### config.mk
export PLATFORM = sky130hd
export DESIGN_NAME = scanlines_ctrl_flat
export DESIGN_NICKNAME = d
export VERILOG_FILES = /design/src/rtl/scanlines_ctrl_if.sv /design/src/rtl/scanlines_ctrl.sv /design/src/flat_wrapper.sv
export SDC_FILE = /design/constraint.sdc
export NUM_CORES = 1
export LEC_CHECK = 0
export CORE_MARGIN = 2
export CORE_UTILIZATION = 57
export DETAILED_ROUTE_END_ITERATION = 10
export PLACE_DENSITY = 0.84
export REMOVE_ABC_BUFFERS = 1
export SLEW_MARGIN = 0
export SYNTH_ARGS = -nofsm -noshare
export SYNTH_HDL_FRONTEND = slang
export SYNTH_SLANG_ARGS = --single-unit
### constraint.sdc
create_clock -name clk_vid -period 2.47 [get_ports clk_vid]
set_input_delay 0.247 -clock clk_vid [delete_from_list [all_inputs] [get_ports clk_vid]]
set_output_delay 0.247 -clock clk_vid [all_outputs]
set_load 0.005 [all_outputs]
### src/rtl/scanlines_ctrl_if.sv
// Signal bundle for scanlines_ctrl: host requests, core video timing in,
// datapath code and status out. The master side owns requests and timing.
interface scanlines_ctrl_if #(
    parameter int LC_W = 10
);
    logic [3:0]      cfg_sw;
    logic            cfg_wr;
    logic            btn_cycle;
    logic            core_hs;
    logic            core_vs;
    logic            core_de;
    logic [3:0]      scnl_sw;
    logic            pending;
    logic            applied;
    logic            cfg_err;
    logic            video_ok;
    logic [LC_W-1:0] line_count;

    modport master (
        output cfg_sw, cfg_wr, btn_cycle, core_hs, core_vs, core_de,
        input  scnl_sw, pending, applied, cfg_err, video_ok, line_count
    );

    modport slave (
        input  cfg_sw, cfg_wr, btn_cycle, core_hs, core_vs, core_de,
        output scnl_sw, pending, applied, cfg_err, video_ok, line_count
    );
endinterface

### src/rtl/scanlines_ctrl.sv
// Scanline mode sequencer: queues host/button mode requests and applies them
// only at a frame start, forcing bypass while core video is missing or too
// short to be a real frame.
module scanlines_ctrl #(
    parameter int WDOG_CYCLES = 2_000_000,
    parameter int MIN_LINES   = 16,
    parameter int LC_W        = 10
) (
    input logic             clk_vid,
    input logic             reset,
    scanlines_ctrl_if.slave bus
);
    localparam int              WD_W   = $clog2(WDOG_CYCLES + 1);
    localparam logic [WD_W-1:0] WD_MAX = WD_W'(WDOG_CYCLES);
    localparam logic [LC_W-1:0] LC_MIN = LC_W'(MIN_LINES);

    typedef enum logic {S_IDLE, S_WAIT} state_t;

    state_t          state, state_d;
    logic            vs_q, hs_q, btn_q;
    logic            vs_rise, hs_rise, btn_rise;
    logic [3:0]      active_sw, req_sw, req_code, scnl_q;
    logic            req_hit, pending_w, apply_now;
    logic            applied_q, cfg_err_q, video_ok;
    logic            de_seen;
    logic [LC_W-1:0] lcnt, line_count_q;
    logic [WD_W-1:0] wdog;

    function automatic logic code_valid(input logic [3:0] c);
        case (c)
            4'd0, 4'd1, 4'd2, 4'd3, 4'd4,
            4'd8, 4'd12, 4'd5, 4'd10, 4'd15: code_valid = 1'b1;
            default:                         code_valid = 1'b0;
        endcase
    endfunction

    // Cycle order 0,1,2,3,4,8,12,5,10,15 and back to 0.
    function automatic logic [3:0] code_next(input logic [3:0] c);
        case (c)
            4'd0:    code_next = 4'd1;
            4'd1:    code_next = 4'd2;
            4'd2:    code_next = 4'd3;
            4'd3:    code_next = 4'd4;
            4'd4:    code_next = 4'd8;
            4'd8:    code_next = 4'd12;
            4'd12:   code_next = 4'd5;
            4'd5:    code_next = 4'd10;
            4'd10:   code_next = 4'd15;
            default: code_next = 4'd0;
        endcase
    endfunction

    assign vs_rise  = bus.core_vs & ~vs_q;
    assign hs_rise  = bus.core_hs & ~hs_q;
    assign btn_rise = bus.btn_cycle & ~btn_q;

    // Previous-sample registers for the three edge detectors.
    always_ff @(posedge clk_vid or posedge reset) begin
        // NOTE: sequential state uses non-blocking assignments so every flop samples pre-edge values.
        if (reset) begin
            vs_q  <= 1'b0;
            hs_q  <= 1'b0;
            btn_q <= 1'b0;
        end else begin
            vs_q  <= bus.core_vs;
            hs_q  <= bus.core_hs;
            btn_q <= bus.btn_cycle;
        end
    end

    // Request selection: a host write always wins; a button edge steps from
    // the queued code if one is waiting, otherwise from the active code.
    always_comb begin
        // NOTE: every output gets a default first so no path can infer a latch.
        req_hit  = 1'b0;
        req_code = req_sw;
        if (bus.cfg_wr) begin
            if (code_valid(bus.cfg_sw)) begin
                req_hit  = 1'b1;
                req_code = bus.cfg_sw;
            end
        end else if (btn_rise) begin
            req_hit  = 1'b1;
            req_code = code_next(pending_w ? req_sw : active_sw);
        end
    end

    // FSM state register.
    always_ff @(posedge clk_vid or posedge reset) begin
        if (reset) state <= S_IDLE;
        else       state <= state_d;
    end

    // FSM next state: stay in WAIT when a fresh request lands on the apply cycle.
    always_comb begin
        state_d = state;
        case (state)
            S_IDLE:  if (req_hit) state_d = S_WAIT;
            S_WAIT:  if (apply_now && !req_hit) state_d = S_IDLE;
            default: state_d = S_IDLE;
        endcase
    end

    // FSM outputs: apply at a frame start, or at once when there is no video.
    always_comb begin
        pending_w = (state == S_WAIT);
        apply_now = pending_w && (vs_rise || !video_ok);
    end

    // Request capture, active code update, status pulses and output code.
    always_ff @(posedge clk_vid or posedge reset) begin
        if (reset) begin
            req_sw    <= 4'd0;
            active_sw <= 4'd0;
            applied_q <= 1'b0;
            cfg_err_q <= 1'b0;
            scnl_q    <= 4'd0;
        end else begin
            if (req_hit)   req_sw    <= req_code;
            if (apply_now) active_sw <= req_sw;
            applied_q <= apply_now;
            cfg_err_q <= bus.cfg_wr && !code_valid(bus.cfg_sw);
            scnl_q    <= video_ok ? active_sw : 4'd0;
        end
    end

    // Active line counter: a line counts if DE was seen before its hsync edge.
    always_ff @(posedge clk_vid or posedge reset) begin
        if (reset) begin
            de_seen      <= 1'b0;
            lcnt         <= '0;
            line_count_q <= '0;
        end else begin
            de_seen <= hs_rise ? 1'b0 : (de_seen | bus.core_de);
            if (vs_rise) begin
                line_count_q <= lcnt;
                lcnt         <= '0;
            end else if (hs_rise && (de_seen || bus.core_de) && (lcnt != '1)) begin
                lcnt <= lcnt + LC_W'(1);
            end
        end
    end

    // Watchdog on frame starts and the registered video-valid flag.
    always_ff @(posedge clk_vid or posedge reset) begin
        if (reset) begin
            wdog     <= '0;
            video_ok <= 1'b0;
        end else begin
            if (vs_rise)            wdog <= '0;
            else if (wdog != WD_MAX) wdog <= wdog + WD_W'(1);

            if (vs_rise)             video_ok <= (lcnt >= LC_MIN);
            else if (wdog == WD_MAX) video_ok <= 1'b0;
        end
    end

    assign bus.scnl_sw    = scnl_q;
    assign bus.pending    = pending_w;
    assign bus.applied    = applied_q;
    assign bus.cfg_err    = cfg_err_q;
    assign bus.video_ok   = video_ok;
    assign bus.line_count = line_count_q;
endmodule

### src/flat_wrapper.sv
// flat-port wrapper written by rule: the top's interface ports become plain ports
module scanlines_ctrl_flat 
#(
    parameter int WDOG_CYCLES = 2_000_000,
    parameter int MIN_LINES   = 16,
    parameter int LC_W        = 10
)
  (clk_vid, reset, bus_cfg_sw, bus_cfg_wr, bus_btn_cycle, bus_core_hs, bus_core_vs, bus_core_de, bus_scnl_sw, bus_pending, bus_applied, bus_cfg_err, bus_video_ok, bus_line_count);
  scanlines_ctrl_if #(.LC_W(LC_W)) bus_i ();
  input logic clk_vid;
  input logic reset;
  input wire logic [$bits(bus_i.cfg_sw)-1:0] bus_cfg_sw;
  input wire logic [$bits(bus_i.cfg_wr)-1:0] bus_cfg_wr;
  input wire logic [$bits(bus_i.btn_cycle)-1:0] bus_btn_cycle;
  input wire logic [$bits(bus_i.core_hs)-1:0] bus_core_hs;
  input wire logic [$bits(bus_i.core_vs)-1:0] bus_core_vs;
  input wire logic [$bits(bus_i.core_de)-1:0] bus_core_de;
  output wire logic [$bits(bus_i.scnl_sw)-1:0] bus_scnl_sw;
  output wire logic [$bits(bus_i.pending)-1:0] bus_pending;
  output wire logic [$bits(bus_i.applied)-1:0] bus_applied;
  output wire logic [$bits(bus_i.cfg_err)-1:0] bus_cfg_err;
  output wire logic [$bits(bus_i.video_ok)-1:0] bus_video_ok;
  output wire logic [$bits(bus_i.line_count)-1:0] bus_line_count;
  assign bus_i.cfg_sw = bus_cfg_sw;
  assign bus_i.cfg_wr = bus_cfg_wr;
  assign bus_i.btn_cycle = bus_btn_cycle;
  assign bus_i.core_hs = bus_core_hs;
  assign bus_i.core_vs = bus_core_vs;
  assign bus_i.core_de = bus_core_de;
  assign bus_scnl_sw = bus_i.scnl_sw;
  assign bus_pending = bus_i.pending;
  assign bus_applied = bus_i.applied;
  assign bus_cfg_err = bus_i.cfg_err;
  assign bus_video_ok = bus_i.video_ok;
  assign bus_line_count = bus_i.line_count;
  scanlines_ctrl #(.WDOG_CYCLES(WDOG_CYCLES), .MIN_LINES(MIN_LINES), .LC_W(LC_W)) u_core (.clk_vid(clk_vid), .reset(reset), .bus(bus_i));
endmodule
# Yosys cells after proc, flatten, opt, wreduce, memory -nomap -nowiden
# Memory sizes are Yosys's and may differ from the RTL's.
# Cells that the tools add are included.
dict set report totals {
  ff_bits 61
  romBits 96
  inputBits 11
  output_inout_bits 18
  wordCells 66
  memories 3
}
# memory depth word_bits rd rd_clocked_by_memory_dff wr line
set mem_list {}
lappend mem_list {{(no name shown)} 16 4 1 0 0 scanlines_ctrl.sv:39} ;# case (c)
lappend mem_list {{(no name shown)} 16 1 1 0 0 scanlines_ctrl.sv:30} ;# case (c)
lappend mem_list {{(no name shown)} 16 1 1 0 0 scanlines_ctrl.sv:30}
dict set report classes {
  n_addsub 2
  n_lt_le_gt_ge 1
  n_eq_ne 4
  mux 19
  bitwise 8
  n_reduce_logical 15
}
# cell n
set op_table {}
lappend op_table {{$mux W21} 2}
lappend op_table {{$add A21 B1 Y21 const B} 1}
lappend op_table {{$eq A21 B21 Y1 const B} 1}
lappend op_table {{$ne A21 B21 Y1 const B} 1}
lappend op_table {{$mux W10} 2}
lappend op_table {{$mux W4} 5}
lappend op_table {{$add A10 B1 Y10 const B} 1}
lappend op_table {{$ge A10 B5 Y1 const B} 1}
lappend op_table {{$ne A10 B10 Y1 const B} 1}
lappend op_table {{$mux W1} 9}
lappend op_table {{$reduce_bool A2 Y1} 4}
lappend op_table {{$logic_and A1 B1 Y1} 5}
lappend op_table {{$not A1 Y1} 4}
lappend op_table {{$and A1 B1 Y1} 3}
lappend op_table {{$logic_not A1 Y1} 3}
lappend op_table {{$reduce_and A3 Y1} 1}
lappend op_table {{$logic_or A1 B1 Y1} 2}
lappend op_table {{$ne A2 B1 Y1 const B} 1}
lappend op_table {{$pmux W1 S2} 1}
lappend op_table {{$or A1 B1 Y1} 1}

# Longest topological paths before layout
# Gate-level depths: netlist of the first run.
dict set report depth {
  word_depth 8
  depth_mapped 8
}

# Worst setup path before layout of the first run
# No wires, ideal clock.
dict set report synth_timing {
  path_kind {reg2reg}
  start {reg u_core.state (netlist: u_core.bus.pending)}
  end {reg u_core.req_sw[1]}
  setup_time_ns 0.129
  arrival_time_ns 1.900
  required_ns 2.341
  path_slack_ns 0.440
  path_stages_with_launch 8
  path_buffers 1
  cell_sequence {dfrtp_1 > clkbuf_1 > mux2_2 > inv_1 > ha_1 > mux2_2 > a221oi_1 > o31ai_1}
}
dict set report synth_via {
  elab_chain_cells 4
}
# item line
set synth_rtl {}
lappend synth_rtl {{start: declaration} scanlines_ctrl.sv:19} ;# state_t state, state_d;
lappend synth_rtl {{start signal: assignment} scanlines_ctrl.sv:91} ;# else state <= state_d;
lappend synth_rtl {{$mux W4} scanlines_ctrl.sv:84} ;# req_code = code_next(pending_w ? req_sw : active_sw);
lappend synth_rtl {{$mem_v2 Z16 W4} --}
lappend synth_rtl {{$mux W4} scanlines_ctrl.sv:82} ;# end else if (btn_rise) begin
lappend synth_rtl {{$mux W4} scanlines_ctrl.sv:77} ;# if (bus.cfg_wr) begin
lappend synth_rtl {{end signal: assignment} scanlines_ctrl.sv:119} ;# if (req_hit) req_sw <= req_code;
lappend synth_rtl {{end: declaration} scanlines_ctrl.sv:22} ;# logic [3:0] active_sw, req_sw, req_code, scnl_q;
# Every way passes these cells. The select of a mux whose other input is x is not followed.
# A chain may end at the register's enable or synchronous reset.

# Worst setup path in the final report of the first run
# Ends and elaborated chain as after synthesis.

==> key figures, run 1 <==
Placed design
  • Port-buffer cells: 28
  • Instance area at placement: 3440 µm²
  • Routability congestion estimate from global placement: 0.898
  • DP HPWL: 4.48 mm

STA
  • Number of setup violations in the final report: 0
  • Final critical path time including I/O delays and setup: 2.05 ns
  • Setup repair after global routing missed its margin: false
  • Fmax: 488 MHz
  • Final setup TNS: 0 ns
  • Final Hold Fails: 0
  • Worst slew margin relative to its limit: 58.2%
  • Post-route clock skew: a little under 0.007 ns
  • Tcrit/Tclk final: between 80 and 90%
  • Least-Margin Pin Slew: 0.627 ns
  • Final hold slack: 0.265 ns
  • Final Max Tran Viols: 0

Layout
  • Proportion of layout cells with a drive suffix above 1: roughly a tenth
  • Number of inserted diodes: 0
  • Area of combinational cells with multiple inputs: 1450 µm²
  • Fill cell instance count of the final layout: 403
  • Footprint of the flip-flops and latches: 1530 µm²
  • Area Overhead vs Synth: 18.7%
  • Post-route cell area: ~3600 µm²
  • Final net count: 365

Global route
  • Leftover overflow at the end of global routing: 0
  • Global-route wire length before repair: 11.4 mm
  • Antenna violations before repair: 0
  • Via count of the first global-routing pass: 2401
  • Combined global-route utilization of all metal layers: 24.4%
  • Maximum number of pins on one net before global-route repair: 40

Pwr
  • Net switching component of the power: 0.723 mW
  • Clock share of power: 33.3%
  • Sw Ratio: 28.7%
  • Part of the power in registers: 47.9%
  • Power density normalized to cell area: 693 nW/µm²
  • Cell-internal power: 1.80 mW
  • Max IR drop VDD: 0.490 mV
  • P_leak: 1.59 nW
  • Fraction of power consumed by combinational cells: between 10% and 20%

Floorplanning
  • Number of ports placed on the die boundary: 29
  • Number of standard-cell rows in the floorplan: 26
  • Starting Density: 59.6%
  • Core Footprint: 5140 µm²
  • Chip width: 77.3 µm
  • Full die area: approximately 6000 µm²
  • Die extent in y: 77.3 µm

Clock tree
  • Worst-Skew Late Latency: 0.34 ns
  • Cell at the root of the clock tree: clkbuf_8
  • Hold buffer count at CTS: 0
  • TritonCTS Buffers: 9
  • Clock slew seen by the registers of the worst setup and hold paths: 0.07 ns
  • Clock tree from TritonCTS: yes
  • Number of H-tree levels: 3
  • Gates resized, CTS repair: 0
  • Number of clock sinks seen by CTS: 61
  • Maximum buffer depth of the clock tree: 2
  • Post-CTS setup buffer count: 0

Drt
  • DRT iter0 DRCs: 148
  • Total number of vias: ~2500
  • Count of unresolved DRC violations after routing: 0
  • Final wirelength: about 6.6 mm
  • Via density per instance: ~6
  • Iteration count of the initial detailed-routing pass: 4
  • Antenna Violating Nets Remaining: 0
  • Average wire per cell in the routed design: 15.7 µm

Flow run
  • Max-capacitance violation count: 0

Logic synthesis
  • Number of enable flip-flop cells after synthesis: 0
  • Seq/Total Area, Yosys: between 40% and 50%
  • Cell accounting for the most synthesized area: dfrtp_1
  • Average cell area after synthesis: 9.82 µm²
  • Cell types with the highest counts after synthesis: dfrtp_1 (61), nand2_1 (44), nor2_1 (28)
  • Cell with the most instances after synthesis: dfrtp_1
  • Area of the mapped netlist: 3060 µm²
  • Number of synthesized register bits: 61
  • Fraction of synthesis flops using an asynchronous set or reset pin: 100%
  • Top cell type's share of synthesized area: approximately half
  • Synth warn: 0
  • Biggest area contributors in the synthesized netlist: dfrtp_1 (50%), nand2_1 (5.4%), nor2_1 (3.4%), mux2_2 (3.3%), ha_1 (3.3%)
  • Most used DFF post-synth: dfrtp_1
  • Number of unique standard cell types used by synthesis: 47
  • Gate Count Post-Synth: 312

Run status
  • Status: finished clean

Setup path
  • Worst Path Class, Setup: reg2reg
  • Max FO, Critical Path: 8
  • Element type at the critical path end: register
  • Crit path required time: 2.68 ns
  • Critical Path AT: ~2.3 ns
  • Kind of start point of the critical path: register
  • Critical path launch point: u_core.bus.pending
  • Worst flop-to-flop path startpoint: u_core.bus.pending

Worst hold path
  • Path class of the lowest-slack min-delay path: in2async
==> placed cells by master (no fill, tap or decap), types with 9 or more instances in the layout <==
| cell type | netlist | layout |
|---|---|---|
| xnor2_1 | 9 | 9 |
| nand3_1 | 11 | 11 |
| mux2_2 | 9 | 9 |
| o21ai_0 | 10 | 10 |
| o31ai_1 | 10 | 10 |
| dfrtp_1 | 61 | 61 |
| clkbuf_8 | 0 | 13 |
| clkdlybuf4s50_1 | 0 | 28 |
| nor2_1 | 28 | 28 |
| inv_1 | 13 | 12 |
| nand2_1 | 44 | 44 |
| a21oi_1 | 10 | 10 |
==> routing by layer <==
metal  part of all wire, %  wire (µm)  vias to the layer above  track usage, %
met2                    49       3220                       58            39.6
li1                      -          -                     1187               -
met4                   2.3        153                        0            11.3
met5                     0          0                        -               0
met1                    45       2970                     1217            31.3
met3                   4.1        269                       13            5.06
==> state kept, by name, indices dropped and copies added (netlist names) <==
name and cells:
u_core.btn_q 1, u_core.bus.video_ok 1, u_core.bus.applied 1, u_core.bus.pending 1, u_core.lcnt 10, u_core.hs_q 1
u_core.active_sw 4, u_core.de_seen 1, u_core.bus.cfg_err 1, u_core.req_sw 4, u_core.vs_q 1, u_core.wdog 21
u_core.bus.line_count 10, u_core.bus.scnl_sw 4
==> cell families after synthesis <==
group	share of synthesized area [%]
and+or+nand+nor	23.7
DFF	49.8
AOI/OAI and AO/OA	11.9
buffers and inverters	2.98
xor gates and xnor gates	4.00
muxes	4.29
adders and majority gates	3.27
==> power groups by stage <==
stage,clock network [mW],logic [mW],registers [mW]
final,0.839,0.474,1.21
after global routing,0.897,0.536,1.22
after CTS,0.862,0.474,1.20
after detailed placement,0,0.470,1.22
after global placement,0,0.436,1.21
after floorplan,0,0.331,1.19
==> final cells by class <==
| class | count | share of cell area [%] |
|---|---|---|
| clock buffers | 16 | 5.23 |
| inverters | 14 | 1.45 |
| multi-input cells | 227 | 39.8 |
| flip-flops and latches | 61 | 42.0 |
| well taps | 70 | 2.41 |
| repair buffers | 33 | 9.09 |
==> final timing paths <==
| path | end | slack [ns] | cells past startpoint |
|---|---|---|---|
| worst max-delay path | u_core.req_sw[1] | 0.42 | 6 |
| worst min-delay path | u_core.bus.cfg_err | 0.26 | 2 |
| worst max register to register | u_core.req_sw[1] | 0.42 | 6 |
| worst min register to register | u_core.bus.line_count[8] | 0.47 | 2 |
| max in group asynchronous | u_core.wdog[4] | 1.63 | 3 |
| min in group clk_vid | u_core.btn_q | 0.39 | 1 |
==> critical path: stages, from the launching register on <==
cell and delay (ns):
dfrtp_1 0.51, mux2_2 0.43, inv_1 0.11, ha_1 0.23, mux2_2 0.26, a221oi_1 0.28, o31ai_1 0.11
==> through the flow <==
stage / power [mW] / setup slack, ns / utilization (%) / std cells
after CTS: 2.54 / 0.398 / 70.7 / 421
after floorplan: 1.52 / 0.349 / - / 302
final: 2.52 / 0.419 / 70.7 / 421
after detailed placement: 1.69 / 0.417 / 67.0 / 405
after global placement: 1.65 / 0.521 / 67.0 / 405
after global routing: 2.65 / 0.271 / 70.7 / 421
(Power assumes the default switching activity.)
==> inputs of run 2 (changes only) <==
Settings changed: CORE_UTILIZATION 57 to 51, PLACE_DENSITY 0.84 to 0.8.
Clock period 2.47 ns to 1.7 ns, I/O delays scaled along.
==> key figures, run 2 (synthesis gave the netlist of run 1 again) <==
Run status
  • Status: finished, violations left (was finished clean)
  • Failing checks: setup timing

STA
  • Worst slew margin relative to its limit: 66.0% (was 58.2%)
  • Number of setup violations in the final report: 3 (was 0)
  • Post-route clock skew: 0.00785 ns (was 0.00680 ns)
  • Final Hold Fails: 0 (unchanged)
  • Final setup TNS: -0.155 ns (was 0 ns)
  • Fmax: 562 MHz (was 488 MHz)
  • Setup repair after global routing missed its margin: true (was false)
  • Least-Margin Pin Slew: 0.508 ns (was 0.627 ns)
  • Tcrit/Tclk final: 105% (was 83.0%)
  • Final Max Tran Viols: 0 (unchanged)
  • Final critical path time including I/O delays and setup: 1.78 ns (was 2.05 ns)
  • Post-route worst setup slack: -0.0793 ns (was 0.419 ns)

Flow run
  • Max-capacitance violation count: 0 (unchanged)

Layout
  • Area of combinational cells with multiple inputs: 1600 µm² (was 1450 µm²)
  • Most common cell after layout, fill and taps aside: dfrtp_1 (unchanged)
  • Proportion of layout cells with a drive suffix above 1: 28.1% (was 9.97%)
  • Post-route cell area: 4160 µm² (was 3630 µm²)
  • Post-route insts no fill: 474 (was 421)
  • Max FFs per register: 21 (unchanged)
  • Number of inserted diodes: 0 (unchanged)
  • Register ranked first by flip-flop count: u_core.wdog (unchanged)
  • Post-layout util: 71.1% (was 70.7%)
  • Fill cell instance count of the final layout: 403 (unchanged)
  • Most frequent cells in the layout: dfrtp_1 (56), buf_4 (48), nand2_1 (44) (was dfrtp_1 (61), nand2_1 (44), nor2_1 (28), clkdlybuf4s50_1 (28), clkbuf_8 (13))
  • Footprint of the flip-flops and latches: 1530 µm² (about the same)
  • Final net count: 413 (was 365)
  • Area Overhead vs Synth: 35.9% (was 18.7%)

Clock tree
  • Clock slew seen by the registers of the worst setup and hold paths: 0.07 ns (about the same)
  • Clock tree from TritonCTS: yes (unchanged)
  • TritonCTS Buffers: 9 (unchanged)
  • Number of H-tree levels: 3 (unchanged)
  • Cell at the root of the clock tree: clkbuf_8 (unchanged)
  • Maximum buffer depth of the clock tree: 2 (unchanged)
  • Worst-Skew Late Latency: 0.34 ns (about the same)
  • Number of clock sinks seen by CTS: 61 (unchanged)
  • Hold buffer count at CTS: 0 (unchanged)

Setup path
  • Worst reg-to-reg path cell count: 6 (unchanged)
  • Critical path launch point: u_core.bus.pending (unchanged)
  • Max FO, Critical Path: 4 (was 8)
  • Worst Path Class, Setup: reg2reg (unchanged)
  • Crit path required time: 1.91 ns (was 2.68 ns)
  • Critical Path AT: 1.99 ns (was 2.27 ns)
  • Register-to-register setup slack: -0.08 ns (was 0.42 ns)
  • Termination of the worst setup path: u_core.req_sw[1] (unchanged)
  • Worst flop-to-flop path startpoint: u_core.bus.pending (unchanged)
  • End of the worst register-to-register path: u_core.req_sw[1] (unchanged)
  • Element type at the critical path end: register (unchanged)
  • Kind of start point of the critical path: register (unchanged)

Drt
  • Count of unresolved DRC violations after routing: 0 (unchanged)
  • Iteration count of the initial detailed-routing pass: 5 (was 4)
  • Average wire per cell in the routed design: 16.2 µm (was 15.7 µm)
  • DRT iter0 DRCs: 160 (was 148)
  • Total number of vias: 2726 (was 2475)
  • Final wirelength: 7.67 mm (was 6.61 mm)
  • Via density per instance: 5.75 (was 5.88)
  • Antenna Violating Nets Remaining: 0 (unchanged)

Global route
  • Via count of the first global-routing pass: 2634 (was 2401)
  • Maximum number of pins on one net before global-route repair: 39 (was 40)
  • Leftover overflow at the end of global routing: 0 (unchanged)
  • Global-route wire length before repair: 12.3 mm (was 11.4 mm)
  • Antenna violations before repair: 0 (unchanged)
  • Combined global-route utilization of all metal layers: 24.7% (was 24.4%)

Floorplanning
  • Core Footprint: 5850 µm² (was 5140 µm²)
  • Chip width: 81.5 µm (was 77.3 µm)
  • Starting Density: 52.4% (was 59.6%)
  • Die extent in y: 81.5 µm (was 77.3 µm)
  • Number of ports placed on the die boundary: 29 (unchanged)
  • Full die area: 6640 µm² (was 5980 µm²)
  • Number of standard-cell rows in the floorplan: 28 (was 26)

Pwr
  • Design Power: 4.05 mW (was 2.52 mW)
  • Power density normalized to cell area: 973 nW/µm² (was 693 nW/µm²)
  • P_leak: 1.85 nW (was 1.59 nW)
  • Max IR drop VDD: 0.703 mV (was 0.490 mV)

Placed design
  • Placed Cells: 451 (was 405)
  • Instance area at placement: 3770 µm² (was 3440 µm²)
  • DP HPWL: 4.86 mm (was 4.48 mm)
  • Port-buffer cells: 28 (unchanged)
  • Routability congestion estimate from global placement: 0.865 (was 0.898)

Worst hold path
  • Path class of the lowest-slack min-delay path: in2async (unchanged)
==> run 2: area by class of cell <==
type,count,share of cell area [%]
well taps,75,2.25
inverters,14,1.32
clock inverters,5,0.661
clock buffers,11,3.16
repair buffers,81,17.4
flip-flops and latches,61,36.8
multi-input cells,227,38.4
==> run 2: routing by layer <==
layer,vias up,GRT usage (%),wire (µm)
li1,1287,-,-
met1,1342,30.5,3320
met2,75,40.8,3870
met3,22,6.26,298
met4,0,11.2,188
met5,-,0,0
==> run 2: stage by stage <==
stage	setup WS [ns]	hold WS, ns
2_1_floorplan	-0.421	0.201
3_3_place_gp	-0.0880	0.446
3_5_place_dp	-0.259	0.450
4_1_cts	-0.0733	0.0860
5_1_grt	-0.132	0.117
6_report	-0.0793	0.0880
==> run 2: what timing repair did <==
action,CTS,global route
resized for setup,15,24
buffers inserted,3,4
pin swaps,9,14
setup endpoints to repair,8,15
==> run 2: worst min-delay path by stage <==
stage,to,depth (start not counted)
final,u_core.bus.scnl_sw[1],2
after global routing,u_core.active_sw[3],2
after CTS,u_core.bus.scnl_sw[3],2
after detailed placement,u_core.bus.scnl_sw[3],2
after global placement,u_core.bus.scnl_sw[3],2
after floorplan,u_core.btn_q,0
==> run 2: power breakdown <==
part / switching (mW) / internal, mW
registers: 0.155 / 1.60
logic: 0.546 / 0.651
clock network: 0.581 / 0.519
total: 1.28 / 2.77
==> run 2: worst max-delay path, stage by stage (launching register included) <==
cell,delay [ns]
dfrtp_2,0.44
mux2_4,0.33
inv_4,0.08
ha_4,0.20
mux2_4,0.27
a221oi_2,0.24
o31ai_1,0.10
